--- src/rtl/regfile_cmd_ctrl.sv ---
// Byte-stream command parser for the register file: decodes write/read frames from the
// UART receiver, issues single-cycle register strobes and returns read data to the transmitter.
module regfile_cmd_ctrl #(
    parameter int                    DATA_WIDTH    = 8,
    parameter int                    ADDR_WIDTH    = 4,
    parameter logic [DATA_WIDTH-1:0] WR_CMD        = 8'hAA,
    parameter logic [DATA_WIDTH-1:0] RD_CMD        = 8'hBB,
    parameter int                    FRAME_TIMEOUT = 1024,
    parameter int                    RD_TIMEOUT    = 8
) (
    input  logic                  CLK,
    input  logic                  RST,
    input  logic [DATA_WIDTH-1:0] RX_P_DATA,
    input  logic                  RX_D_VLD,
    output logic                  WrEn,
    output logic                  RdEn,
    output logic [ADDR_WIDTH-1:0] Address,
    output logic [DATA_WIDTH-1:0] WrData,
    input  logic [DATA_WIDTH-1:0] RdData,
    input  logic                  RdData_Valid,
    output logic [DATA_WIDTH-1:0] TX_P_DATA,
    output logic                  TX_D_VLD,
    input  logic                  TX_BUSY,
    output logic                  CMD_ERR
);

    localparam int MAX_TMO = (FRAME_TIMEOUT > RD_TIMEOUT) ? FRAME_TIMEOUT : RD_TIMEOUT;
    localparam int CNT_W   = $clog2(MAX_TMO + 1);
    localparam logic [CNT_W-1:0] FRAME_LAST = CNT_W'(FRAME_TIMEOUT - 1);
    localparam logic [CNT_W-1:0] RD_LAST    = CNT_W'(RD_TIMEOUT - 1);

    typedef enum logic [2:0] {
        IDLE    = 3'd0,
        WR_ADDR = 3'd1,
        WR_DATA = 3'd2,
        RD_ADDR = 3'd3,
        RD_WAIT = 3'd4,
        TX_SEND = 3'd5
    } state_t;

    state_t                state;
    logic [CNT_W-1:0]      tmo_cnt;
    logic [DATA_WIDTH-1:0] tx_buf;
    logic                  addr_ok;

    // A byte is a legal address only if no bits above the address field are set.
    assign addr_ok = (RX_P_DATA >> ADDR_WIDTH) == '0;

    always_ff @(posedge CLK) begin
        if (RST) begin
            state     <= IDLE;
            tmo_cnt   <= '0;
            tx_buf    <= '0;
            WrEn      <= 1'b0;
            RdEn      <= 1'b0;
            Address   <= '0;
            WrData    <= '0;
            TX_P_DATA <= '0;
            TX_D_VLD  <= 1'b0;
            CMD_ERR   <= 1'b0;
        end else begin
            WrEn     <= 1'b0;
            RdEn     <= 1'b0;
            TX_D_VLD <= 1'b0;
            CMD_ERR  <= 1'b0;
            case (state)
                IDLE: begin
                    tmo_cnt <= '0;
                    if (RX_D_VLD) begin
                        if (RX_P_DATA == WR_CMD) begin
                            state <= WR_ADDR;
                        end else if (RX_P_DATA == RD_CMD) begin
                            state <= RD_ADDR;
                        end else begin
                            CMD_ERR <= 1'b1;
                        end
                    end
                end
                WR_ADDR, RD_ADDR: begin
                    if (RX_D_VLD) begin
                        tmo_cnt <= '0;
                        if (addr_ok) begin
                            Address <= RX_P_DATA[ADDR_WIDTH-1:0];
                            if (state == WR_ADDR) begin
                                state <= WR_DATA;
                            end else begin
                                RdEn  <= 1'b1;
                                state <= RD_WAIT;
                            end
                        end else begin
                            CMD_ERR <= 1'b1;
                            state   <= IDLE;
                        end
                    end else if (tmo_cnt == FRAME_LAST) begin
                        CMD_ERR <= 1'b1;
                        state   <= IDLE;
                    end else begin
                        tmo_cnt <= tmo_cnt + 1'b1;
                    end
                end
                WR_DATA: begin
                    if (RX_D_VLD) begin
                        WrData  <= RX_P_DATA;
                        WrEn    <= 1'b1;
                        tmo_cnt <= '0;
                        state   <= IDLE;
                    end else if (tmo_cnt == FRAME_LAST) begin
                        CMD_ERR <= 1'b1;
                        state   <= IDLE;
                    end else begin
                        tmo_cnt <= tmo_cnt + 1'b1;
                    end
                end
                RD_WAIT: begin
                    // Counter starts at zero in the RdEn cycle, so the error lands RD_TIMEOUT cycles after RdEn.
                    if (RX_D_VLD) begin
                        CMD_ERR <= 1'b1;
                    end
                    if (RdData_Valid) begin
                        tx_buf <= RdData;
                        state  <= TX_SEND;
                    end else if (tmo_cnt == RD_LAST) begin
                        CMD_ERR <= 1'b1;
                        state   <= IDLE;
                    end else begin
                        tmo_cnt <= tmo_cnt + 1'b1;
                    end
                end
                TX_SEND: begin
                    if (RX_D_VLD) begin
                        CMD_ERR <= 1'b1;
                    end
                    if (!TX_BUSY) begin
                        TX_P_DATA <= tx_buf;
                        TX_D_VLD  <= 1'b1;
                        state     <= IDLE;
                    end
                end
                default: begin
                    state <= IDLE;
                end
            endcase
        end
    end

endmodule

--- config.mk ---
export PLATFORM = sky130hd
export DESIGN_NAME = regfile_cmd_ctrl
export DESIGN_NICKNAME = d
export VERILOG_FILES = /design/src/rtl/regfile_cmd_ctrl.sv
export SDC_FILE = /design/constraint.sdc
export NUM_CORES = 1
export LEC_CHECK = 0
export ABC_AREA = 1
export CAP_MARGIN = 20
export CORE_UTILIZATION = 50
export DETAILED_ROUTE_END_ITERATION = 10
export GPL_TIMING_DRIVEN = 0
export PLACE_DENSITY_LB_ADDON = 0.12
export RECOVER_POWER = 50
export SLEW_MARGIN = 40
export SYNTH_ARGS = -nofsm -noshare
export SYNTH_HDL_FRONTEND = slang
export SYNTH_SLANG_ARGS = --single-unit
--- constraint.sdc ---
create_clock -name CLK -period 4.5 [get_ports CLK]
set_input_delay 0.9 -clock CLK [delete_from_list [all_inputs] [get_ports CLK]]
set_output_delay 0.9 -clock CLK [all_outputs]
set_load 0.05 [all_outputs]
== Word-level counts from Yosys, hierarchy flattened ==
Index checks and enable logic that the tools add are counted.
Operators by class
  equality and inequality tests: 16
  reduce and logical (&&, ||, !) cells: 14
  mux-type cells: 30
  add/subtract/negate cells: 1
  bitwise logic cells: 6
Operators by type and width (number)
  two-way mux 11 bit: 4
  two-way mux 3 bit: 11
  one-hot mux 11 bit (3 select lines): 1
  equality test 8 bit, second input constant: 2
  one-hot mux 3 bit (5 select lines): 1
  two-way mux 1 bit: 12
  adder 11 x 1 -> 11 bit, second input constant: 1
  equality test 11 x 10 -> 1 bit, second input constant: 1
  equality test 11 x 3 -> 1 bit, second input constant: 1
  inequality test 3 bit, second input constant: 3
  logical NOT 8 bit: 1
  inequality test 2 bit, second input constant: 4
  AND reduction 4 bit: 2
  equality test 3 x 2 -> 1 bit, second input constant: 2
  equality test 3 bit, second input constant: 2
  NOT 1 bit: 6
  AND reduction 2 bit: 3
  OR reduction 2 bit: 3
  one-hot mux 1 bit (5 select lines): 1
  OR reduction 4 bit: 1
  equality test 3 x 1 -> 1 bit, second input constant: 1
  logical NOT 3 bit: 1
  AND reduction 3 bit: 1
  nonzero test 3 bit: 1
  OR reduction 3 bit: 1
Storage, ports and cells
  register bits: 46
  word-level logic and storage cells: 77
  input port bits: 21
  output and inout port bits: 24

== Longest topological paths before layout ==
  depth in word-level cells: 5
  mapped depth: 11
  depth with buffers taken out: 10

== Worst setup path before layout ==
No wires, ideal clock.
  path type: input-to-reg
  from: in RX_D_VLD
  to: reg tmo_cnt[8]
  stages on the path: 9
  slack: 2.707 ns
  required time: 4.390 ns
  buffers on the path: 1
  arrival: 1.684 ns
  setup time: 0.110 ns
  cells stage by stage: inv_1 > nand2_1 > nor2_2 > nand4_4 > buf_6 > nand3_1 > nand2_1 > inv_1 > nor2_1
On the way
  longest elaborated chain between the ends: 2
  elaborated cells on any way between the ends: 4
  classes of those cells: 1 x eq/ne; 2 x mux; 1 x reduce/logical
Ends and longest elaborated chain
  start, declared: RTL line 14  | input logic RX_D_VLD,
  inequality test 3 bit (no source line) / two-way mux 11 bit (equally long branches)
  AND reduction 4 bit (no source line) / one-hot mux 11 bit (3 select lines) (equally long branches)
  end signal, assigned: RTL line 98  | tmo_cnt <= tmo_cnt + 1'b1;
  end signal, assigned: RTL line 111  | tmo_cnt <= tmo_cnt + 1'b1;
  end signal, assigned: RTL line 126  | tmo_cnt <= tmo_cnt + 1'b1;
  end, declared: RTL line 42  | logic [CNT_W-1:0] tmo_cnt;
Several ways; a longest one is shown, not always the timed one.
A chain may end at the register's enable or synchronous reset.

== Worst setup path in the final report ==
  from: in RX_D_VLD
  to: reg tmo_cnt[9]
Same word-level chain as after synthesis.

==> impl_metrics.ini <==
[outcome]
status = finished, final reports clean

[drt]
drc = 0
viasPerCell = 5.12
vias = 2299
drtAntennaViolNets = 0
wl_per_cell_um = 12.1
drt_iter0_drc = 142
finalWirelength_um = 5450
dr.pass1.iters = 5

[placed_design]
io_buffers = 44
dp_hpwl_um = 4050
place_congestion = 0.913
place_ws_ps = 1910

[layout]
layout.nets = 418
drive_gt1_frac = 0.0680
post-route-util = 0.660
antenna_cells = 0
area_growth_pct = 26.3
fillers = 402

[clock_network]
cts_tree = done
clk-insertion-delay-late_ps = 290
cts_buffer_depth = 2
clock_sinks = 46
cts_setup_buffers = 0
cts.repair.resized = 0
cts-root-buf = clkbuf_8
holdBufCountCts = 0
cts_max_level = 2
cts_buffers = 5
path_clk_slew_ps = 90

[grt]
grt.overflow.total = 0
use_met1 = 0.313
grt_max_degree = 15
top_usage_layer = met2
met2_usage = 0.396
grt_usage = 0.236
grt_pass1_vias = 2087
grt_pass1_wl_um = 9390
antenna_found_initial = 0
grt_util_met3 = 0.0422

[worst_setup_path]
critical-path-top-delay-family = simple AND/OR/NAND/NOR gates
r2r_end = tmo_cnt[9]
cp_data_arrival_time_ps = 2650
worst-path-max-fanout = 8
slowest_delay_ps = 610
worstSetupEndpointType = flip-flop
crit_required_ps = 4670
critPathKind = input pin to flip-flop
rrSetupSlack_ps = 2790
path_common_cell = nand2_1
cp_num_buf_inv = 2
crit_start = RX_D_VLD
cp.depth = 9
cp_slowest_cell = dlygate4sd3_1
reg2reg_from = tmo_cnt[0]
path_cells = dlygate4sd3_1 > inv_1 > nand2_1 > nor2_1 > nand4_4 > nand2_1 > nand2_1 > nand2_1 > nor2_1
ff2ff_path_depth = 10
start_kind = input pin
critPathCapture = tmo_cnt[9]

[sta]
skew_ps = 8.35
fmax_mhz = 404
setup_violations = 0
max-slew-margin-rel = 0.646
setup_tns_ps = 0
rsz0062_at_grt = no
layout_min_cycle_time_ps = 2470
worst_pin_slew_ps = 531
setup_ws_ps = 2030
drv_slew = 0
min_period_over_period = 0.550
finalHoldViolCount = 0

[logic_synthesis]
seq_area_frac_synth = 0.402
synth.mux.area_fraction = 0
synthAdderAreaFrac = 0.00546
synth_compound_area_frac = 0.116
synth_cell_types = 27
synth-simple-area-share = 0.383
synth.avg_cell_area_sq_um = 6.64
ys_ff_latch = 46
yosysTopAreaCell = dfxtp_1
syn-cell-area_sq_um = 2290
synth_top_family_by_area = simple AND/OR/NAND/NOR gates
netlist_instances = 345
synth-warning-count = 0
syn-num-nets = 367
synthXorXnorAreaFrac = 0
synth_area_leaders = dfxtp_1, nand2_1, nor2_1, nand3_1, inv_1
synth_top_area_share = 0.402

[min_path]
whs_path_depth = 2
min_path_type = flip-flop to flip-flop

[pwr]
leakagePower_nw = 1.21
vdd_drop_max_uv = 220
p_per_area_nw_per_um2 = 253

[die]
start_util = 0.523
io_pins = 45
die_y_um = 69.7
die_w_um = 69.7
coreArea_sq_um = 4380
core.rowCount = 24
dieArea_sq_um = 4860

[flow_run]
drv_cap = 0
## cell usage after synthesis (all sizes together)
master	n
a21boi	1
clkbuf	5
a31oi	1
o21ai	25
nor3	4
ha	1
clkinv	1
a21oi	23
dfxtp	46
nor2	67
nand4	7
buf	5
o22ai	2
nand3b	1
inv	40
nand3	35
nand2	81
## power by group
part	internal [mW]	switching (mW)	total (mW)	leakage, nW
sequential	0.407	0.000503	0.408	0.371
clock	0.141	0.138	0.279	0.0544
combinational	0.0209	0.0237	0.0445	0.783
total	0.569	0.162	0.731	1.21
## worst min-delay path by stage
stage | slack (ps) | startpoint | to
6_report | 440 | WrData[4] | WrData[4]
5_1_grt | 470 | WrData[0] | WrData[0]
4_1_cts | 450 | WrData[5] | WrData[5]
3_5_place_dp | 440 | WrData[0] | WrData[0]
3_3_place_gp | 430 | WrData[7] | WrData[7]
2_1_floorplan | 440 | tx_buf[0] | tx_buf[0]
## registers in the layout (all words and copies together) (netlist names)
register   count
tmo_cnt       11
TX_P_DATA      8
WrData         8
tx_buf         8
Address        4
state          3
CMD_ERR        1
RdEn           1
TX_D_VLD       1
WrEn           1
## area by class of cell
cell class | count | area [sq um] | share of cell area
multi-input combinational | 248 | 1150 | 0.397
sequential | 46 | 921 | 0.318
timing repair buffer | 44 | 440 | 0.152
inverter | 41 | 154 | 0.0532
clock buffer | 7 | 96.3 | 0.0333
tap | 52 | 65.1 | 0.0225
buffer | 10 | 57.6 | 0.0199
clock inverter | 1 | 8.76 | 0.00303
## per-layer routing
layer,up-vias,part of all wire
met5,-,0
met4,0,0.0094
met2,67,0.46
li1,1199,-
met3,8,0.060
met1,1025,0.47
## cell families (layout without fill, tap and decap cells)
family          count (synthesis)  count (layout)
fa+ha+maj                       1               1
flops                          46              46
buf+inv                        51             103
simple gates                  195             195
compound gates                 52              52
## placed cells by master, fill, tap and decap left out, types with 4 or more instances in the layout
cell type | synthesis | layout
inv_1 | 37 | 38
clkbuf_1 | 5 | 6
dlygate4sd3_1 | 0 | 4
dfxtp_1 | 46 | 46
clkdlybuf4s50_1 | 0 | 40
nand2_1 | 76 | 77
nand4_1 | 6 | 6
a21oi_1 | 23 | 23
o21ai_0 | 24 | 24
clkbuf_8 | 0 | 7
nor2_1 | 59 | 61
nand3_1 | 34 | 34
nor3_1 | 4 | 4
## worst min-delay path, cell delays in order (launching register included)
cell and delay (ps):
dfxtp_1 310, inv_1 40, a21oi_1 50
## through the flow
step,power [mW],std cells,cell area [sq um],hold slack [ps]
global placement,0.462,441,2800,432
floorplan,0.435,345,2290,440
global route,0.759,449,2890,475
finish,0.731,449,2890,444
detailed placement,0.463,441,2800,436
CTS,0.737,449,2900,449
No activity file was read; power rests on OpenSTA's default activity.
==> RTL change 1, RTL diff (config.mk and constraints unchanged) <==
The 6 states of `state_t` get a Gray code encoding in 3 bits.
--- a/src/rtl/regfile_cmd_ctrl.sv
+++ b/src/rtl/regfile_cmd_ctrl.sv
@@ -31,10 +31,10 @@
 
     typedef enum logic [2:0] {
-        IDLE    = 3'd0,
-        WR_ADDR = 3'd1,
-        WR_DATA = 3'd2,
-        RD_ADDR = 3'd3,
-        RD_WAIT = 3'd4,
-        TX_SEND = 3'd5
+        IDLE    = 3'b000,
+        WR_ADDR = 3'b001,
+        WR_DATA = 3'b011,
+        RD_ADDR = 3'b010,
+        RD_WAIT = 3'b110,
+        TX_SEND = 3'b111
     } state_t;
 
Check against the original RTL: no difference found for any inputs over 10 cycles, from zero or initial values and one cycle with RST high; not proved beyond that.
==> RTL change 1 against the original RTL <==
The flow now finishes with violations (design-rule violations). Total power is 1.5% lower. Sequential power about the same. Synthesized area is 0.87% lower. Clock skew decreased by 4.9 ps. Worst setup slack improved by 11 ps. Count of clock-buffer cells in the layout fell by 2. Critical path depth shrank 1. Sequential cell count is the same. Routed wire length down 1.4%. Via count shrank 1.5%. Design area is 2.2% lower.
==> RTL change 1: results (changes against the original RTL) <==
metric,value,unit,change
nets,414,,was 418
crit_slowest_cell,dlygate4sd3_1,,unchanged
cts_resized,0,,unchanged
synth-seq-area-share,40.55,%,was 40.20%
critPathMaxFanout,9,,was 8
worstSkewPairLatency,300,ps,
route.detailed.drc,1,,was 0
cts_buffer_depth,2,,unchanged
grt.total_usage,23.31,%,was 23.65%
max_flop_register,tmo_cnt,,unchanged
grt_max_degree,17,,was 15
ir_worst_vdd,218.2,uV,was 220.0 uV
yosys_warnings,0,,unchanged
hold_class,reg2reg,,unchanged
synth_common_cells,"nand2_1, nor2_1, dfxtp_1",,unchanged
drt_iter0_drc,138,,was 142
post_drt_wl_per_cell,12.08,microns,was 12.14 microns
yosysMostFrequentCell,nand2_1,,unchanged
maxCapViolCount,0,,unchanged
slowest_delay,640,ps,was 610 ps
grt_pass1_vias,2104,,"was 2,087"
drt-pass1-iter-count,7,,was 5
port_buffers,44,,unchanged
worst_pin_slew,572.2,ps,was 530.5 ps
synth_area_leaders,"dfxtp_1, nand2_1, nor2_1",,unchanged
dp_cells,437,,was 441
dp_slack,1996,ps,was 1912 ps
antenna_found_initial,0,,unchanged
layout-drive-gt1-share,6.870,%,was 6.801%
largest_register_ff_count,11,,unchanged
layout.cells.non_filler,445,,was 449
cp.arrival,2670,ps,was 2650 ps
cts_made_buffers,5,,unchanged
synth_nets,363,,was 367
grt_first_pass_wirelength,9011,microns,was 9390 microns
path_clk_slew,90,ps,about the same
avgSynthCellArea,6.660,sq um,was 6.640 sq um
dp.final_hpwl,4031,microns,was 4050 microns
status,"complete, but fails checks",,"was complete, no violations"
cts_setup_buffers,0,,unchanged
async_flop_share,0,%,unchanged
cts_max_level,2,,unchanged
violations,design-rule violations,,
root_buffer,clkbuf_8,,unchanged
diodes,0,,unchanged
worst_clock_skew,3.441,ps,was 8.353 ps
leakagePower,1.184,nW,was 1.208 nW
vias_per_cell,5.088,,was 5.120
gp_congestion,0.9215,,was 0.9127
ys_types,27,,unchanged
[RTL change 1: cell types whose count changed after synthesis, moves of 3 or more]
cell,change
o21ai_1,+3
o21ai_0,+5
clkbuf_1,-3
inv_1,-5
nand3_1,-21
inv_2,+3
nor2_1,+8
[RTL change 1: final cells by class]
cell class	count	area, sq um
Clock inverter	3	25.02
Sequential cell	46	920.9
Timing Repair Buffer	44	440.4
Buffer	6	23.77
Fill cell	409	1524
Clock buffer	5	68.82
Tap cell	52	65.06
Inverter	41	158.9
Multi-Input combinational cell	248	1127
[RTL change 1: worst max-delay path, delay by kind of cell]
kind | cells | cell delay, ps
AOI/OAI and AO/OA | 1 | 270
buffers and inverters | 3 | 850
and+or+nand+nor | 4 | 640
[RTL change 1: cells by family (layout without fill, tap and decap cells)]
family,after synthesis,in the layout,share of synthesized area (%)
buf+inv,47,99,8.265
compound gates,58,58,12.89
flops,46,46,40.55
simple gates,188,188,37.36
fa+ha+maj,1,1,0.5509
xor+xnor,1,1,0.3857
[RTL change 1: power breakdown]
part / internal (mW) / total [mW] / switching (mW)
Clock: 0.112 / 0.263 / 0.151
Combinational: 0.0219 / 0.0472 / 0.0252
Sequential: 0.408 / 0.409 / 0.00134
[RTL change 1: metal layers]
layer | share of wire, % | GRT usage (%)
met5 | 0 | 0
met4 | 1.0 | 6.122
met3 | 4.1 | 5.087
met2 | 50 | 41.42
met1 | 45 | 28.28
[RTL change 1: worst paths after layout]
kind                            slack, ps  depth (start not counted)      endpoint      start
worst max register to register       2480                          7  TX_P_DATA[7]   state[1]
worst min register to register        470                          2     tx_buf[0]  tx_buf[0]
worst max-delay path                 2040                          8    tmo_cnt[6]   RX_D_VLD
worst min-delay path                  470                          2     tx_buf[0]  tx_buf[0]
==> RTL change 2, RTL diff (same settings) <==
Without the edit above. `RD_TIMEOUT`: 8 -> 4.
--- a/src/rtl/regfile_cmd_ctrl.sv
+++ b/src/rtl/regfile_cmd_ctrl.sv
@@ -7,5 +7,5 @@
     parameter logic [DATA_WIDTH-1:0] RD_CMD        = 8'hBB,
     parameter int                    FRAME_TIMEOUT = 1024,
-    parameter int                    RD_TIMEOUT    = 8
+    parameter int                    RD_TIMEOUT    = 4
 ) (
     input  logic                  CLK,
Function: changed (a bounded check fails within 10 cycles, from zero or initial values and one cycle with RST high).
==> RTL change 2 against the original RTL <==
Design area up 0.52%. Sequential cell count unchanged. Worst setup slack worse by 420 ps. Cell count down 3.8%. Die area up 0.95%. Fmax down 15%. Routed wire length up 2.9%. Clock skew down 3.6 ps. Synthesized area up 0.98%. Count of clock-buffer cells in the layout down 2. Largest cell class unchanged. Critical path type unchanged. Total power up 5.2%. First-iteration DRC count up 2.8%.
==> RTL change 2: results (changes against the original RTL) <==
metric,value,unit,change
hold_slack,466.0,ps,was 444.0 ps
worst_clock_skew,4.748,ps,was 8.353 ps
ir_worst_vdd,208.7,uV,was 220.0 uV
grt_pass1_vias,2160,,"was 2,087"
status,"complete, no violations",,unchanged
grt.total_usage,24.50,%,was 23.65%
dp.final_hpwl,4086,microns,was 4050 microns
cp.arrival,3140,ps,was 2650 ps
worstReg2RegStart,state[0],,was tmo_cnt[0]
synthCells,328,,was 345
synth-seq-area-share,39.81,%,was 40.20%
crit_start,RX_D_VLD,,unchanged
p_seq_share,53.0,%,was 55.8%
synthAdderAreaFrac,0.5408,%,was 0.5461%
ys_types,31,,was 27
grt_first_pass_wirelength,9660,microns,was 9390 microns
worstReg2RegEnd,tmo_cnt[3],,was tmo_cnt[9]
place_area,0.002819,sq mm,was 0.002796 sq mm
post_drt_wl_per_cell,12.99,microns,was 12.14 microns
comb_cell_power,44.9,uW,was 44.5 uW
crit_family,buffers and inverters,,was simple AND/OR/NAND/NOR gates
p_int,594.2,uW,was 569.1 uW
grt_max_degree,16,,was 15
gp_congestion,0.8730,,was 0.9127
drt-pass1-iter-count,4,,was 5
synth_common_cells,"nand2_1, dfxtp_1, nor2_1",,"was nand2_1, nor2_1, dfxtp_1"
dp_cells,424,,was 441
nets,401,,was 418
fillers,416,,was 402
vias_per_cell,5.310,,was 5.120
hold_start,WrData[7],,was WrData[4]
critPathMaxFanout,9,,was 8
vias,2294,,"was 2,299"
worst_pin_slew,940.4,ps,was 530.5 ps
power.density,264.5,mW/mm^2,was 252.7 mW/mm^2
synth_nets,350,,was 367
hold_class,reg2reg,,unchanged
drt_iter0_drc,146,,was 142
min_period_over_period,64.38,%,was 54.97%
synth_xor_area_share,0.3786,%,was 0%
layout-drive-gt1-share,10.53,%,was 6.801%
slowest_delay,560,ps,was 610 ps
hold_path_end,WrData[7],,was WrData[4]
cts_resized,0,,unchanged
dp_slack,1881,ps,was 1912 ps
synth_compound_area_share,12.17,%,was 11.63%
leakagePower,1.210,nW,was 1.208 nW
synth_area_leaders,"dfxtp_1, nand2_1, nand3_1",,"was dfxtp_1, nand2_1, nor2_1"
r2r_slack,2440,ps,was 2790 ps
## RTL change 2: changes by cell type in the layout (fill, tap and decap cells not counted), moves of 2 or more
cell and delta:
a21oi_1 +3, clkbuf_8 -2, clkdlybuf4s50_1 -7, dlygate4sd3_1 +7, inv_1 -19, inv_2 +4, nand2_1 +3, nand2_2 +3
nand2_4 +3, nand3_2 +3, nor2_1 -15, o21ai_0 -2
## RTL change 2: routing by layer
layer | global-route usage [%] | part of all wire, %
met2 | 40.06 | 46
met1 | 32.85 | 46
met5 | 0 | 0
met3 | 5.772 | 6.8
met4 | 5.556 | 1.2
## RTL change 2: cell type report
class	count	area [sq um]	share of cell area [%]
clock inverters	3	43.79	1.506
plain buffers	9	50.05	1.721
flip-flops and latches	46	920.9	31.67
inverters	26	97.59	3.356
well taps	52	65.06	2.238
clock buffers	5	68.82	2.367
repair buffers	44	440.4	15.15
multi-input cells	247	1221	42.00
